**src/rtl/spdif_pkg.sv**
```systemverilog
// Types shared across the S/PDIF receive path: lock-controller states and the half-bit bus width.
// Pure declarations; no logic, no latency, no backpressure.
package spdif_pkg;

    localparam int MAX_CLK_PER_HALFBIT_LOG2_DEF = 5;

    typedef enum logic [2:0] {
        ST_IDLE         = 3'd0,
        ST_SETTLE       = 3'd1,
        ST_PROBE        = 3'd2,
        ST_LOCKED       = 3'd3,
        ST_RETRY_SETTLE = 3'd4,
        ST_RETRY_PROBE  = 3'd5
    } lock_state_t;

endpackage

```
**src/rtl/spdif_timer.sv**
```systemverilog
// Loadable down-counter that stops at zero; zero flag comes straight from the count register.
// Load takes effect on the next edge; no backpressure.
module spdif_timer #(
    parameter int TIMER_W = 16
) (
    input  logic               clk,
    input  logic               rst,
    input  logic               load_i,
    input  logic [TIMER_W-1:0] load_val_i,
    output logic               zero_o
);

    logic [TIMER_W-1:0] cnt_q;
    logic [TIMER_W-1:0] cnt_d;

    always_comb begin
        cnt_d = cnt_q;
        if (load_i) begin
            cnt_d = load_val_i;
        end else if (cnt_q != '0) begin
            cnt_d = cnt_q - TIMER_W'(1);
        end
    end

    always_ff @(posedge clk or negedge rst) begin
        if (!rst) begin
            cnt_q <= '0;
        end else begin
            cnt_q <= cnt_d;
        end
    end

    assign zero_o = (cnt_q == '0);

endmodule

```
**src/rtl/spdif_lock_ctrl.sv**
```systemverilog
// Hunts the receiver half-bit period (settle, probe, advance) and supervises the resulting lock.
// All outputs registered, one cycle after the deciding input; receiver cannot stall this block.
module spdif_lock_ctrl
    import spdif_pkg::*;
#(
    parameter int MAX_CLK_PER_HALFBIT_LOG2 = MAX_CLK_PER_HALFBIT_LOG2_DEF,
    parameter int CPH_MIN                  = 3,
    parameter int CPH_MAX                  = 31,
    parameter int TIMER_W                  = 16,
    parameter int SETTLE_CYCLES            = 4096,
    parameter int PROBE_CYCLES             = 16384,
    parameter int MIN_ACKS                 = 8,
    parameter int WATCHDOG_CYCLES          = 8192
) (
    input  logic                                clk,
    input  logic                                rst,
    input  logic                                enable_i,
    input  logic                                dai_locked_i,
    input  logic                                dai_ack_i,
    output logic [MAX_CLK_PER_HALFBIT_LOG2-1:0] clk_per_halfbit_o,
    output logic                                dai_rst_o,
    output logic                                lock_o,
    output logic                                scan_wrap_o,
    output logic                                relock_o
);

    localparam int W     = MAX_CLK_PER_HALFBIT_LOG2;
    localparam int ACK_W = $clog2(MIN_ACKS + 1);

    localparam logic [W-1:0]       CPH_LO    = W'(CPH_MIN);
    localparam logic [W-1:0]       CPH_HI    = W'(CPH_MAX);
    localparam logic [ACK_W-1:0]   ACK_SAT   = ACK_W'(MIN_ACKS);
    localparam logic [TIMER_W-1:0] SETTLE_LD = TIMER_W'(SETTLE_CYCLES - 1);
    localparam logic [TIMER_W-1:0] PROBE_LD  = TIMER_W'(PROBE_CYCLES - 1);
    localparam logic [TIMER_W-1:0] WDOG_LD   = TIMER_W'(WATCHDOG_CYCLES - 1);

    lock_state_t        state_q, state_d;
    logic [W-1:0]       cph_q, cph_d, cph_adv;
    logic [ACK_W-1:0]   ack_cnt_q, ack_cnt_d, ack_next;
    logic               dai_rst_q, dai_rst_d;
    logic               lock_q, lock_d;
    logic               scan_wrap_q, scan_wrap_d;
    logic               relock_q, relock_d;
    logic               at_max;
    logic               tmr_load, tmr_zero;
    logic [TIMER_W-1:0] tmr_val;

    spdif_timer #(
        .TIMER_W    (TIMER_W)
    ) u_timer (
        .clk        (clk),
        .rst        (rst),
        .load_i     (tmr_load),
        .load_val_i (tmr_val),
        .zero_o     (tmr_zero)
    );

    assign at_max   = (cph_q == CPH_HI);
    assign cph_adv  = at_max ? CPH_LO : cph_q + W'(1);
    // Ack-inclusive count so a pulse in the final probe cycle still counts toward the pass.
    assign ack_next = ack_cnt_q + ACK_W'(dai_ack_i && (ack_cnt_q != ACK_SAT));

    always_comb begin
        state_d     = state_q;
        cph_d       = cph_q;
        ack_cnt_d   = ack_cnt_q;
        scan_wrap_d = 1'b0;
        relock_d    = 1'b0;
        tmr_load    = 1'b0;
        tmr_val     = '0;

        unique case (state_q)
            // Leave IDLE only once the reset-release cycle has dropped dai_rst.
            ST_IDLE: begin
                if (!dai_rst_q) begin
                    state_d = ST_SETTLE;
                end
            end
            // First settle cycle is the receiver reset pulse; the settle count starts after it.
            ST_SETTLE, ST_RETRY_SETTLE: begin
                if (dai_rst_q) begin
                    tmr_load = 1'b1;
                    tmr_val  = SETTLE_LD;
                end else if (tmr_zero) begin
                    state_d   = (state_q == ST_SETTLE) ? ST_PROBE : ST_RETRY_PROBE;
                    ack_cnt_d = '0;
                    tmr_load  = 1'b1;
                    tmr_val   = PROBE_LD;
                end
            end
            ST_PROBE, ST_RETRY_PROBE: begin
                ack_cnt_d = ack_next;
                if (tmr_zero) begin
                    if ((ack_next == ACK_SAT) && dai_locked_i) begin
                        state_d  = ST_LOCKED;
                        tmr_load = 1'b1;
                        tmr_val  = WDOG_LD;
                    end else begin
                        state_d     = ST_SETTLE;
                        cph_d       = cph_adv;
                        scan_wrap_d = at_max;
                    end
                end
            end
            // An ack landing on the expiry cycle still refreshes the watchdog.
            ST_LOCKED: begin
                if (!dai_locked_i || (tmr_zero && !dai_ack_i)) begin
                    state_d  = ST_RETRY_SETTLE;
                    relock_d = 1'b1;
                end else if (dai_ack_i) begin
                    tmr_load = 1'b1;
                    tmr_val  = WDOG_LD;
                end
            end
            default: begin
                state_d = ST_IDLE;
            end
        endcase

        if (!enable_i) begin
            state_d     = ST_IDLE;
            cph_d       = cph_q;
            scan_wrap_d = 1'b0;
            relock_d    = 1'b0;
        end

        dai_rst_d = (state_d != state_q) &&
                    ((state_d == ST_SETTLE) || (state_d == ST_RETRY_SETTLE));
        lock_d    = (state_d == ST_LOCKED);
    end

    always_ff @(posedge clk or negedge rst) begin
        if (!rst) begin
            state_q     <= ST_IDLE;
            cph_q       <= CPH_LO;
            ack_cnt_q   <= '0;
            dai_rst_q   <= 1'b1;
            lock_q      <= 1'b0;
            scan_wrap_q <= 1'b0;
            relock_q    <= 1'b0;
        end else begin
            state_q     <= state_d;
            cph_q       <= cph_d;
            ack_cnt_q   <= ack_cnt_d;
            dai_rst_q   <= dai_rst_d;
            lock_q      <= lock_d;
            scan_wrap_q <= scan_wrap_d;
            relock_q    <= relock_d;
        end
    end

    assign clk_per_halfbit_o = cph_q;
    assign dai_rst_o         = dai_rst_q;
    assign lock_o            = lock_q;
    assign scan_wrap_o       = scan_wrap_q;
    assign relock_o          = relock_q;

endmodule

```
**config.mk**
```make
export PLATFORM = sky130hd
export DESIGN_NAME = spdif_lock_ctrl
export DESIGN_NICKNAME = d
export VERILOG_FILES = /design/src/rtl/spdif_pkg.sv /design/src/rtl/spdif_timer.sv /design/src/rtl/spdif_lock_ctrl.sv
export SDC_FILE = /design/constraint.sdc
export NUM_CORES = 1
export LEC_CHECK = 0
export BUFFER_PORTS_ARGS = -buffer_cell sky130_fd_sc_hd__clkbuf_2
export CAP_MARGIN = 20
export CORE_ASPECT_RATIO = 1.5
export CORE_UTILIZATION = 54
export DETAILED_ROUTE_END_ITERATION = 6
export GPL_TIMING_DRIVEN = 0
export PLACE_DENSITY_LB_ADDON = 0.08
export SYNTH_ARGS = -nofsm -noshare
export SYNTH_HDL_FRONTEND = slang
export SYNTH_SLANG_ARGS = --single-unit
```
**constraint.sdc**
```tcl
create_clock -name clk -period 2.48 [get_ports clk]
set_input_delay 0.496 -clock clk [delete_from_list [all_inputs] [get_ports clk]]
set_output_delay 0.496 -clock clk [all_outputs]
set_load 0.01 [all_outputs]
```
# == After elaboration in Yosys (flattened, before gate mapping) ==
# Cells that the tools add are included.
# word_totals
inputBits,5
reg_bits,32
word_cells,79
output_inout_bits,9
# classes
n_addsub,3
n_mux,36
n_eq_ne,14
n_reduce_logical,17
bitwise,1
# ops
op,count
$mux W13,4
$pmux W14 S3,1
$mux W16,2
$mux W14,2
$mux W3,7
$logic_not A16 Y1,1
$reduce_bool A16 Y1,1
$sub A16 B1 Y16 const B,1
$mux W1,13
$pmux W3 S4,1
$eq A3 B2 Y1 const B,3
$eq A3 B3 Y1 const B,3
$mux W4,2
$pmux W4 S2,1
$eq A3 B1 Y1 const B,2
$add A5 B1 Y5 const B,1
$eq A5 B5 Y1 const B,1
$mux W5,1
$add A4 B1 Y4,1
$eq A4 B4 Y1 const B,1
$logic_and A1 B1 Y1,4
$ne A2 B2 Y1 const B,2
$ne A4 B4 Y1 const B,1
$reduce_and A4 Y1,1
other kinds (10),14

# == Longest topological paths before layout ==
# Gate-level depths: netlist (run 1).
# logic_depth
depth_word,12
ltp_mapped,10
mapped_depth_nobuf,9

# == Hierarchy ==
# From an unflattened synthesis (run 1), not the netlist that was laid out.
# unflattened
cells_unflattened,198
hier_area_um2,1961.9
# modules_own_cells
module,seq_area_each_um2,instances,cells_each,area_per_inst_um2
spdif_timer,400.4,1,96,1013.5
spdif_lock_ctrl,404.1,1,102,948.4

# == Least setup slack after synthesis (run 1) ==
# No wires, ideal clock.
# synth_timing
kind,flip-flop to flip-flop
startpoint,reg ack_cnt_q[1]
endpoint,"reg lock_q, in the netlist lock_o"
n_path_buf,0
synth_period_minus_slack_ns,2.667
required_ns,2.369
stages_incl_launch_ff,10
setup_time_ns,0.111
t_arrival_ns,2.556
setup_slack_ns,-0.187
cell_sequence,dfrtp_1 > nor4b_1 > nor2_1 > ha_1 > ha_1 > nor2_1 > o2111ai_1 > a2111oi_1 > o41ai_1 > a2111oi_2
# synth_via
elab_chain_len,10
# synth_lines
item,line,source
start: declaration,spdif_lock_ctrl.sv:39,"logic [ACK_W-1:0] ack_cnt_q, ack_cnt_d, ack_next;"
start signal: assignment,spdif_lock_ctrl.sv:144,ack_cnt_q <= ack_cnt_d;
$ne A4 B4 Y1,spdif_lock_ctrl.sv:61,assign ack_next = ack_cnt_q + ACK_W'(dai_ack_i && (ack_cnt_q != ACK_SAT));
$logic_and A1 B1 Y1,spdif_lock_ctrl.sv:61,
$add A4 B1 Y4 *,spdif_lock_ctrl.sv:61,
$eq A4 B4 Y1 *,spdif_lock_ctrl.sv:94,if ((ack_next == ACK_SAT) && dai_locked_i) begin
$logic_and A1 B1 Y1 *,spdif_lock_ctrl.sv:94,
$mux W2 *,spdif_lock_ctrl.sv:94,
$mux W3 *,spdif_lock_ctrl.sv:93,if (tmr_zero) begin
$pmux W3 S4 *,spdif_lock_ctrl.sv:72,unique case (state_q)
$mux W3 *,spdif_lock_ctrl.sv:120,if (!enable_i) begin
$eq A3 B2 Y1 *,spdif_lock_ctrl.sv:129,lock_d = (state_d == ST_LOCKED);
named net lock_d,spdif_lock_ctrl.sv:41,"logic lock_q, lock_d;"
end signal: assignment,spdif_lock_ctrl.sv:146,lock_q <= lock_d;
end: declaration,spdif_lock_ctrl.sv:41,
# Mark *: on every way through the listed nets, which the timed path passes. The rest lies on a longest branch.
# A chain may end at the register's enable or synchronous reset.

# == Worst setup path in the final report (run 1) ==
# layout_timing
startpoint,reg ack_cnt_q[0]
endpoint,reg u_timer.cnt_q[11]
# layout_via
elab_chain_len,9
word_cells_on_any_way,13
cone_classes,add/sub: 1; eq/ne: 2; mux: 7; reduce/logical: 3
# layout_lines
item,line,source
$ne A4 B4 Y1,spdif_lock_ctrl.sv:61,
$logic_and A1 B1 Y1,spdif_lock_ctrl.sv:61,
$add A4 B1 Y4 *,spdif_lock_ctrl.sv:61,
$eq A4 B4 Y1 *,spdif_lock_ctrl.sv:94,
$logic_and A1 B1 Y1 *,spdif_lock_ctrl.sv:94,
$mux W13 or $mux W1 (tied branches),spdif_lock_ctrl.sv:94,
$mux W13 or $mux W1 (tied branches),spdif_lock_ctrl.sv:93,
$pmux W14 S3 or $pmux W1 S3 (tied branches),spdif_lock_ctrl.sv:72,
$mux W16 or $reduce_bool A2 Y1 (tied branches),n/a,
end signal: assignment,spdif_timer.sv:29,cnt_q <= cnt_d;
end: declaration,spdif_timer.sv:13,logic [TIMER_W-1:0] cnt_q;
# Every way passes the cells marked *; elsewhere a longest branch is shown, timed or not.

==> impl_metrics.tcl, run 1 <==
set metrics [dict create \
    status "finished, final reports clean" \
    powerDensity_nw_per_um2 591.4 \
    ctsHoldBuffers 0 \
    die_area_um2 4005 \
    clkTransAtPathRegs_ps 70 \
    antenna_cells 0 \
    layout.nets 245 \
    cp.arrival_ps 2620 \
    htreeDepth 2 \
    io_pins 14 \
    setup_viol 0 \
    avgSynthCellArea_um2 9.510 \
    relSlewSlack_pct 45.76 \
    gp_congestion 0.9436 \
    cts_buffers 5 \
    grt_pass1_vias 1759 \
    clk_latency_ps 290 \
    synthFlopType "dfrtp_1" \
    grt_usage_pct 27.66 \
    cpMaxStageDelayCell "dfrtp_1" \
    area_delta_synth_final_pct 15.87 \
    globalRouteMet2Util_pct 49.10 \
    grt_max_degree 33 \
    place_hpwl_um 3654 \
    die_w_um 52.01 \
    grt.busiest_layer "met2" \
    route.detailed.drc 0 \
    critPathMaxStageDelay_ps 440 \
    worst_pin_slew_ps 813.6 \
    power.total_w 0.001388 \
    synth_fp_nets 224 \
    synthArstFlopShare_pct 100.0 \
    ant_nets 0 \
    synth_warnings 0 \
    tns_ps 0 \
    crit_buf_inv 1 \
    ir_worst_vdd_v 0.0005021 \
    wirelength_um 4890 \
    design.core.area_um2 3481 \
    portBuffers 13 \
    start_util_pct 58.20 \
    wl_per_cell_um 17.65 \
    layout-drive-gt1-share_pct 23.40 \
    synth_cells 213 \
    hold_slack_ps 291.9 \
    first_iter_violations 36 \
    post-route-period-util_pct 99.67 \
    cts_tree "built" \
    met1_usage_pct 29.43 \
    hold_viol 0 \
    crit_chain "nor4b_2 -> nor2_1 -> ha_2 -> ha_4 -> and2_1 -> o2111ai_4 -> a21oi_1 -> o21ai_2 -> buf_2 -> nand3_1" \
    yosys-top-cells-area "dfrtp_1, nand3_1, xnor2_1, dfstp_2, ha_1" \
    cp_data_required_time_ps 2620 \
    fin_area_um2 2347 \
    final_util_pct 67.43 \
    period_minus_slack_ps 2472 \
    row_count 26 \
    die_y_um 77.01 \
    synth_common_cells "dfrtp_1, nand3_1, nor2_1" \
    worstHoldPathType "input pin to async pin" \
    cap_violations 0 \
    critPathMaxFanout 10 \
    fillers 291 \
    crit_cells 10 \
    overflow 0 \
    vias 1686 \
    synth_cell_types 59 \
    finClkSkew_ps 6.764 \
    post_dp_cell_area_um2 2197 \
    ys_seq_area_share_pct 39.72 \
    cts.sinks 32 \
    crit_type "register to register" \
    slew_violations 0 \
    rsz0062_at_grt "true" \
    seq_area_um2 805.8 \
    clockBufferDepth 2 \
    path_delay_family "simple AND/OR/NAND/NOR gates" \
    ys_ff_latch 32 \
    power_leakage_nw 0.9317 \
    via_per_inst 6.087 \
    synth_edf_count 0 \
    netlist_area_um2 2026 \
    endpoint_kind "register" \
    first_pass_iters 4 \
    grt_pass1_wl_um 8066 \
    use_met3_pct 4.762 \
    antenna_found_initial 0 \
    critPathLaunchType "register" \
    clock-root-buffer "clkbuf_8" \
    rr_worst_depth 10 \
    yosysMostFrequentCell "dfrtp_1" \
    yosysTopAreaCell "dfrtp_1" \
    multi_input_area_um2 1234 \
    synth_top_area_share_pct 35.82 \
    clock.fmax_ghz 0.4046 \
]
-- cell type report --
| cell class | instances | share of cell area (%) |
|---|---|---|
| Timing Repair Buffer | 14 | 3.092 |
| Sequential cell | 32 | 34.33 |
| Clock buffer | 8 | 4.264 |
| Buffer | 10 | 2.239 |
| Inverter | 8 | 1.279 |
| Tap cell | 42 | 2.239 |
| Multi-Input combinational cell | 163 | 52.56 |
-- cell usage in the layout (no fill, tap or decap), types with 3 or more instances in the layout --
| cell | synthesis | routed |
|---|---|---|
| a21boi_0 | 4 | 3 |
| a22o_1 | 4 | 4 |
| and2_1 | 5 | 5 |
| and3_1 | 3 | 3 |
| buf_2 | 3 | 3 |
| clkbuf_1 | 5 | 6 |
| clkbuf_2 | 0 | 13 |
| clkbuf_8 | 0 | 7 |
| dfrtp_1 | 29 | 28 |
| dfstp_2 | 3 | 3 |
| ha_1 | 6 | 4 |
| inv_1 | 8 | 8 |
| nand2_1 | 14 | 14 |
| nand3_1 | 20 | 19 |
| nand4_1 | 4 | 4 |
| nor2_1 | 16 | 15 |
| nor2b_1 | 3 | 3 |
| nor3_1 | 7 | 7 |
| nor4_1 | 5 | 4 |
| o21ai_0 | 10 | 8 |
| xnor2_1 | 10 | 10 |
| xor2_1 | 5 | 5 |
-- worst register-to-register path: stages (launching register included) --
cell	delay [ps]
dfrtp_1	440
nor4b_2	280
nor2_1	70
ha_2	210
ha_4	180
and2_1	180
o2111ai_4	130
a21oi_1	180
o21ai_2	290
buf_2	270
nand3_1	100
-- metrics by stage --
step / worst slack, ps / cells
after global placement: -272.9 / 268
final: 8.280 / 277
after CTS: 8.251 / 277
after detailed placement: -427.5 / 268
after floorplan: 6.662 / 213
after global routing: -98.97 / 277
-- repair_timing --
action                     in CTS  in global routing
gates cloned                    0                  0
buffers inserted                1                  0
resized for setup               8                  3
setup endpoints to repair      18                 18
pin swaps                       2                  0
-- state kept, by name, summed over array words and instances, names as in the netlist --
signal	cells
dai_rst_o	1
scan_wrap_o	1
state_q	3
u_timer.cnt_q	16
ack_cnt_q	4
clk_per_halfbit_o	5
lock_o	1
relock_o	1
-- cells by family (layout without fill, tap and decap cells) --
kind of cell | after synthesis | in the layout | share of synthesized area (%)
buf+inv | 18 | 40 | 4.077
compound gates | 37 | 37 | 13.77
xor+xnor | 15 | 15 | 6.485
simple gates | 101 | 101 | 30.20
flops | 32 | 32 | 39.72
fa+ha+maj | 7 | 7 | 4.200
mux | 3 | 3 | 1.544
-- report_power, final --
part	internal (W)	switching, W
sequential	0.000581	0.0000744
combinational	0.000121	0.000162
clock	0.000253	0.000196
total	0.000956	0.000432
-- path summary, 6_finish.rpt --
path                                            from                   end  slack (ps)
min in group clk                            enable_i             dai_rst_o         500
worst max-delay path                    ack_cnt_q[0]     u_timer.cnt_q[11]           8
max in group asynchronous                        rst          ack_cnt_q[1]        1630
worst min-delay path                             rst  clk_per_halfbit_o[3]         290
worst max register to register          ack_cnt_q[0]     u_timer.cnt_q[11]           8
worst min register to register  clk_per_halfbit_o[1]  clk_per_halfbit_o[1]         500
-- routing by layer --
metal / vias up / share of wire [%]
met5: - / 0
met4: 0 / 3.1
met3: 13 / 2.0
met2: 28 / 55
met1: 816 / 40
li1: 829 / -
Power figures use the tool's default switching activity.
==> inputs of run 2 (changes only) <==
--- a/config.mk
+++ b/config.mk
@@ -11,4 +11,5 @@
 export CORE_UTILIZATION = 54
 export DETAILED_ROUTE_END_ITERATION = 6
+export GPL_ROUTABILITY_DRIVEN = 0
 export GPL_TIMING_DRIVEN = 0
 export PLACE_DENSITY_LB_ADDON = 0.08
==> constraint.sdc (replaced) <==
create_clock -name clk -period 2.48 [get_ports clk]
set_input_delay 0.496 -clock clk [delete_from_list [all_inputs] [get_ports clk]]
set_output_delay 0.496 -clock clk [all_outputs]
set_load 0.005 [all_outputs]
==> impl_metrics.tcl, run 2 (synthesis gave the netlist of run 1 again) <==
set metrics [dict create \
    clk_latency_ps 280 \
    cts.sinks 32 \
    final_util_pct 68.01 \
    portBuffers 13 \
    worst_pin_slew_ps 824.4 \
    place_hpwl_um 3610 \
    layout_common_cells "dfrtp_1, nand3_1, nor2_1" \
    antenna_cells 0 \
    layout.nets 248 \
    start_util_pct 58.20 \
    via_per_inst 6.211 \
    antenna_found_initial 0 \
    vias 1739 \
    power.total_w 0.001373 \
    path_delay_family "compound AO/OA/AOI/OAI gates" \
    regMostFlops "u_timer.cnt_q" \
    design.core.area_um2 3481 \
    wirelength_um 4932 \
    wl_per_cell_um 17.61 \
    worstHoldPathType "input pin to async pin" \
    mostFrequentLayoutCell "dfrtp_1" \
    crit_chain "nor4b_2 -> nor2_1 -> ha_2 -> ha_4 -> nor2_4 -> o2111ai_4 -> a2111oi_4 -> o41ai_2 -> a2111oi_2" \
    cap_violations 0 \
    seq_area_um2 807.0 \
    overflow 0 \
    largest_reg_flops 16 \
    row_count 26 \
    endpoint_kind "register" \
    grt_pass1_wl_um 8293 \
    finClkSkew_ps 3.480 \
    first_pass_iters 4 \
    clock-root-buffer "clkbuf_8" \
    ant_nets 0 \
    die_w_um 52.01 \
    cp.arrival_ps 2600 \
    cp_data_required_time_ps 2650 \
    crit_buf_inv 0 \
    post-route-period-util_pct 98.13 \
    slew_violations 0 \
    cpMaxStageDelayCell "a2111oi_4" \
    cts_tree "built" \
    clkTransAtPathRegs_ps 70 \
    hold_viol 0 \
    critPathMaxStageDelay_ps 430 \
    io_pins 14 \
    fillers 276 \
    die_y_um 77.01 \
    route.detailed.drc 0 \
    multi_input_area_um2 1232 \
    htreeDepth 2 \
    critPathLaunchType "register" \
    cts_buffers 5 \
    setup_viol 0 \
    clockBufferDepth 2 \
    period_minus_slack_ps 2434 \
    grt_max_degree 33 \
    layout-drive-gt1-share_pct 24.37 \
    grt_usage_pct 27.88 \
    first_iter_violations 61 \
    status "finished, final reports clean" \
    ir_worst_vdd_v 0.0005475 \
    area_delta_synth_final_pct 16.86 \
    clock.fmax_ghz 0.4109 \
    crit_type "register to register" \
    power_leakage_nw 0.9457 \
    die_area_um2 4005 \
    grt_pass1_vias 1846 \
    powerDensity_nw_per_um2 580.1 \
    ctsHoldBuffers 0 \
    rsz0062_at_grt "true" \
    critPathMaxFanout 4 \
    relSlewSlack_pct 45.04 \
]
run 2: changes by cell type in the layout (fill, tap and decap cells not counted), sizes merged:
| cell | delta |
|---|---|
| buf | +1 |
| clkinv | +2 |
run 2: per-stage QoR:
| step | std cells | setup slack, ps | setup TNS (ps) | hold WS (ps) | instance area (um^2) |
|---|---|---|---|---|---|
| global route | 280 | -118.3 | -726.9 | 351.2 | 2367 |
| finish | 280 | 46.44 | 0 | 298.2 | 2367 |
| CTS | 279 | 17.16 | 0 | 313.3 | 2345 |
| floorplan | 213 | 6.662 | 0 | 200.4 | 2079 |
| global placement | 268 | -330.5 | -3864 | 489.1 | 2197 |
| detailed placement | 268 | -380.3 | -4731 | 518.5 | 2197 |
run 2: what timing repair did:
action                     CTS  global route
cloned                       0             0
buffers inserted             3             1
setup endpoints to repair   17            20
resized for setup            8             5
pin swaps                    2             1
run 2: per-layer routing:
layer	part of all wire, %	up-vias	GRT usage (%)
met4	2.2	0	13.24
met3	3.1	12	5.159
met1	38	851	28.59
met5	0	-	0
met2	57	37	51.15
li1	-	839	-
run 2: final cells by class:
type                       count  share of cell area [%]
timing repair buffer          17                   4.017
clock buffer                   6                   3.488
sequential                    32                   34.09
inverter                       8                   1.268
clock inverter                 2                  0.4228
tap                           42                   2.220
buffer                        10                   2.431
multi-input combinational    163                   52.06
run 2: worst paths after layout:
| path | start | to | slack (ps) | depth (start not counted) |
|---|---|---|---|---|
| worst min-delay path | rst | scan_wrap_o | 300 | 1 |
| max in group asynchronous | rst | ack_cnt_q[1] | 1620 | 1 |
| worst min register to register | clk_per_halfbit_o[1] | clk_per_halfbit_o[1] | 530 | 2 |
| worst max-delay path | ack_cnt_q[1] | lock_o | 50 | 9 |
| min in group clk | enable_i | state_q[0] | 500 | 3 |
| worst max register to register | ack_cnt_q[1] | lock_o | 50 | 9 |
run 2: power by group:
group	total (W)	internal (W)	leakage, nW	switching, W
clock network	0.000421	0.000221	0.0510	0.000200
registers	0.000660	0.000581	0.373	0.0000793
logic	0.000292	0.000130	0.522	0.000162
==> inputs of run 3 (changes only) <==
CORE_UTILIZATION = 55   (was 54)
clock period = 2.62 ns   (was 2.48 ns; I/O delays follow)
==> impl_metrics.tcl, run 3 (synthesis gave the netlist of run 1 again) <==
set metrics [dict create \
    die_area_um2 3935 \
    design.core.area_um2 3448 \
    r2r-start "ack_cnt_q[0]" \
    die_w_um 51.55 \
    first_iter_violations 37 \
    critPathMaxStageDelay_ps 510 \
    grt_usage_pct 27.35 \
    overflow 0 \
    hold_slack_ps 315.3 \
    clkTransAtPathRegs_ps 70 \
    row_count 26 \
    die_y_um 76.33 \
    worst_pin_slew_ps 811.1 \
    relSlewSlack_pct 45.93 \
    cp_data_required_time_ps 2840 \
    cap_violations 0 \
    largest_reg_flops 16 \
    layout_common_cells "dfrtp_1, nand3_1, nor2_1" \
    tns_ps 0 \
    hold_viol 0 \
    grt_pass1_wl_um 8142 \
    antenna_found_initial 0 \
    crit_chain "nor4b_4 -> nor2_1 -> ha_2 -> ha_4 -> and2_1 -> o2111ai_4 -> buf_4 -> nand4_4 -> or4b_1 -> nand2_1" \
    regMostFlops "u_timer.cnt_q" \
    vias 1780 \
    rsz0062_at_grt "true" \
    layout-drive-gt1-share_pct 24.47 \
    met1_usage_pct 30.41 \
    powerDensity_nw_per_um2 566.5 \
    portBuffers 13 \
    cts_tree "built" \
    grt_pass1_vias 1825 \
    worstHoldPathType "input pin to async pin" \
    antenna_cells 0 \
    cpMaxStageDelayCell "or4b_1" \
    power_leakage_nw 0.9445 \
    via_per_inst 6.380 \
    clk_latency_ps 280 \
    ant_nets 0 \
    ir_worst_vdd_v 0.0005489 \
    layout.nets 247 \
    crit_type "register to register" \
    reg2reg_slack_ps 120 \
    htreeDepth 2 \
    area_delta_synth_final_pct 17.91 \
    start_util_pct 58.74 \
    clock-root-buffer "clkbuf_8" \
    place_hpwl_um 3513 \
    mostFrequentLayoutCell "dfrtp_1" \
    setup_viol 0 \
    endpoint_kind "register" \
    first_pass_iters 4 \
    clockBufferDepth 2 \
    status "finished, final reports clean" \
    critPathMaxFanout 10 \
    cts.sinks 32 \
    finClkSkew_ps 9.531 \
    wirelength_um 5030 \
    io_pins 14 \
    period_minus_slack_ps 2501 \
    cp.arrival_ps 2730 \
    route.detailed.drc 0 \
    grt.busiest_layer "met2" \
    cts_buffers 5 \
    critPathLaunchType "register" \
    clock.fmax_ghz 0.3998 \
    globalRouteMet2Util_pct 45.84 \
    post-route-period-util_pct 95.48 \
    wl_per_cell_um 18.03 \
    grt_max_degree 33 \
    use_met3_pct 6.188 \
    reg2reg_to "clk_per_halfbit_o[2]" \
    rr_worst_depth 10 \
    slew_violations 0 \
]
-- run 3: changes by cell type in the layout (fill, tap and decap cells not counted), sizes merged --
cell	previous run	this run
bufinv	0	1
clkbuf	26	25
clkinv	2	1
-- run 3: how the worst max path moves through the flow --
| stage | to | cells after the start | slack, ps | start |
|---|---|---|---|---|
| 2_1_floorplan | lock_o | 9 | 6 | ack_cnt_q[1] |
| 3_3_place_gp | lock_o | 9 | -270 | ack_cnt_q[1] |
| 3_5_place_dp | lock_o | 9 | -440 | ack_cnt_q[1] |
| 4_1_cts | lock_o | 9 | 7 | ack_cnt_q[0] |
| 5_1_grt | u_timer.cnt_q[9] | 10 | 20 | ack_cnt_q[0] |
| 6_report | clk_per_halfbit_o[2] | 10 | 120 | ack_cnt_q[0] |
-- run 3: critical path, delay by kind of cell (launching register included) --
kind | cells | cell delay, ps
DFF | 1 | 450
AOI/OAI and AO/OA | 1 | 130
adders and majority gates | 2 | 390
buffers and inverters | 1 | 180
and+or+nand+nor | 6 | 1290
-- run 3: layout make-up --
| cell class | instances | area (um^2) |
|---|---|---|
| Buffer | 10 | 55.05 |
| Clock buffer | 6 | 72.57 |
| Sequential cell | 32 | 808.3 |
| Inverter | 8 | 30.03 |
| Clock inverter | 2 | 35.03 |
| Multi-Input combinational cell | 163 | 1247 |
| Timing Repair Buffer | 16 | 87.58 |
| Tap cell | 42 | 52.55 |
| Fill cell | 290 | 1060 |
-- run 3: timing repair --
action	CTS	global route
setup endpoints to repair	18	17
hold endpoints to repair	0	0
resized for setup	13	9
pin swaps	3	2
hold buffers	0	0
setup buffers	3	0
-- run 3: metal layers --
layer  share of wire [%]  vias to the layer above
met5                   0                        -
met4                 3.6                        0
met3                 2.6                       18
met2                  54                       43
met1                  40                      883
li1                    -                      836
-- run 3: report_power, final --
part	internal, W	leakage, nW	total, W	switching, W
clock network	0.000282	0.0552	0.000465	0.000183
registers	0.000550	0.373	0.000624	0.0000737
logic	0.000116	0.517	0.000264	0.000148
-- run 3: stage by stage --
step	util [%]	cell area (um^2)	setup slack [ps]	total power [W]	instances
2_1_floorplan	-	2031	5.879	0.0007999	213
3_3_place_gp	62.30	2148	-275.0	0.0008558	268
3_5_place_dp	62.30	2148	-435.1	0.0008735	268
4_1_cts	68.25	2354	6.824	0.001359	279
5_1_grt	69.27	2389	19.13	0.001427	279
6_report	69.27	2389	118.5	0.001353	279
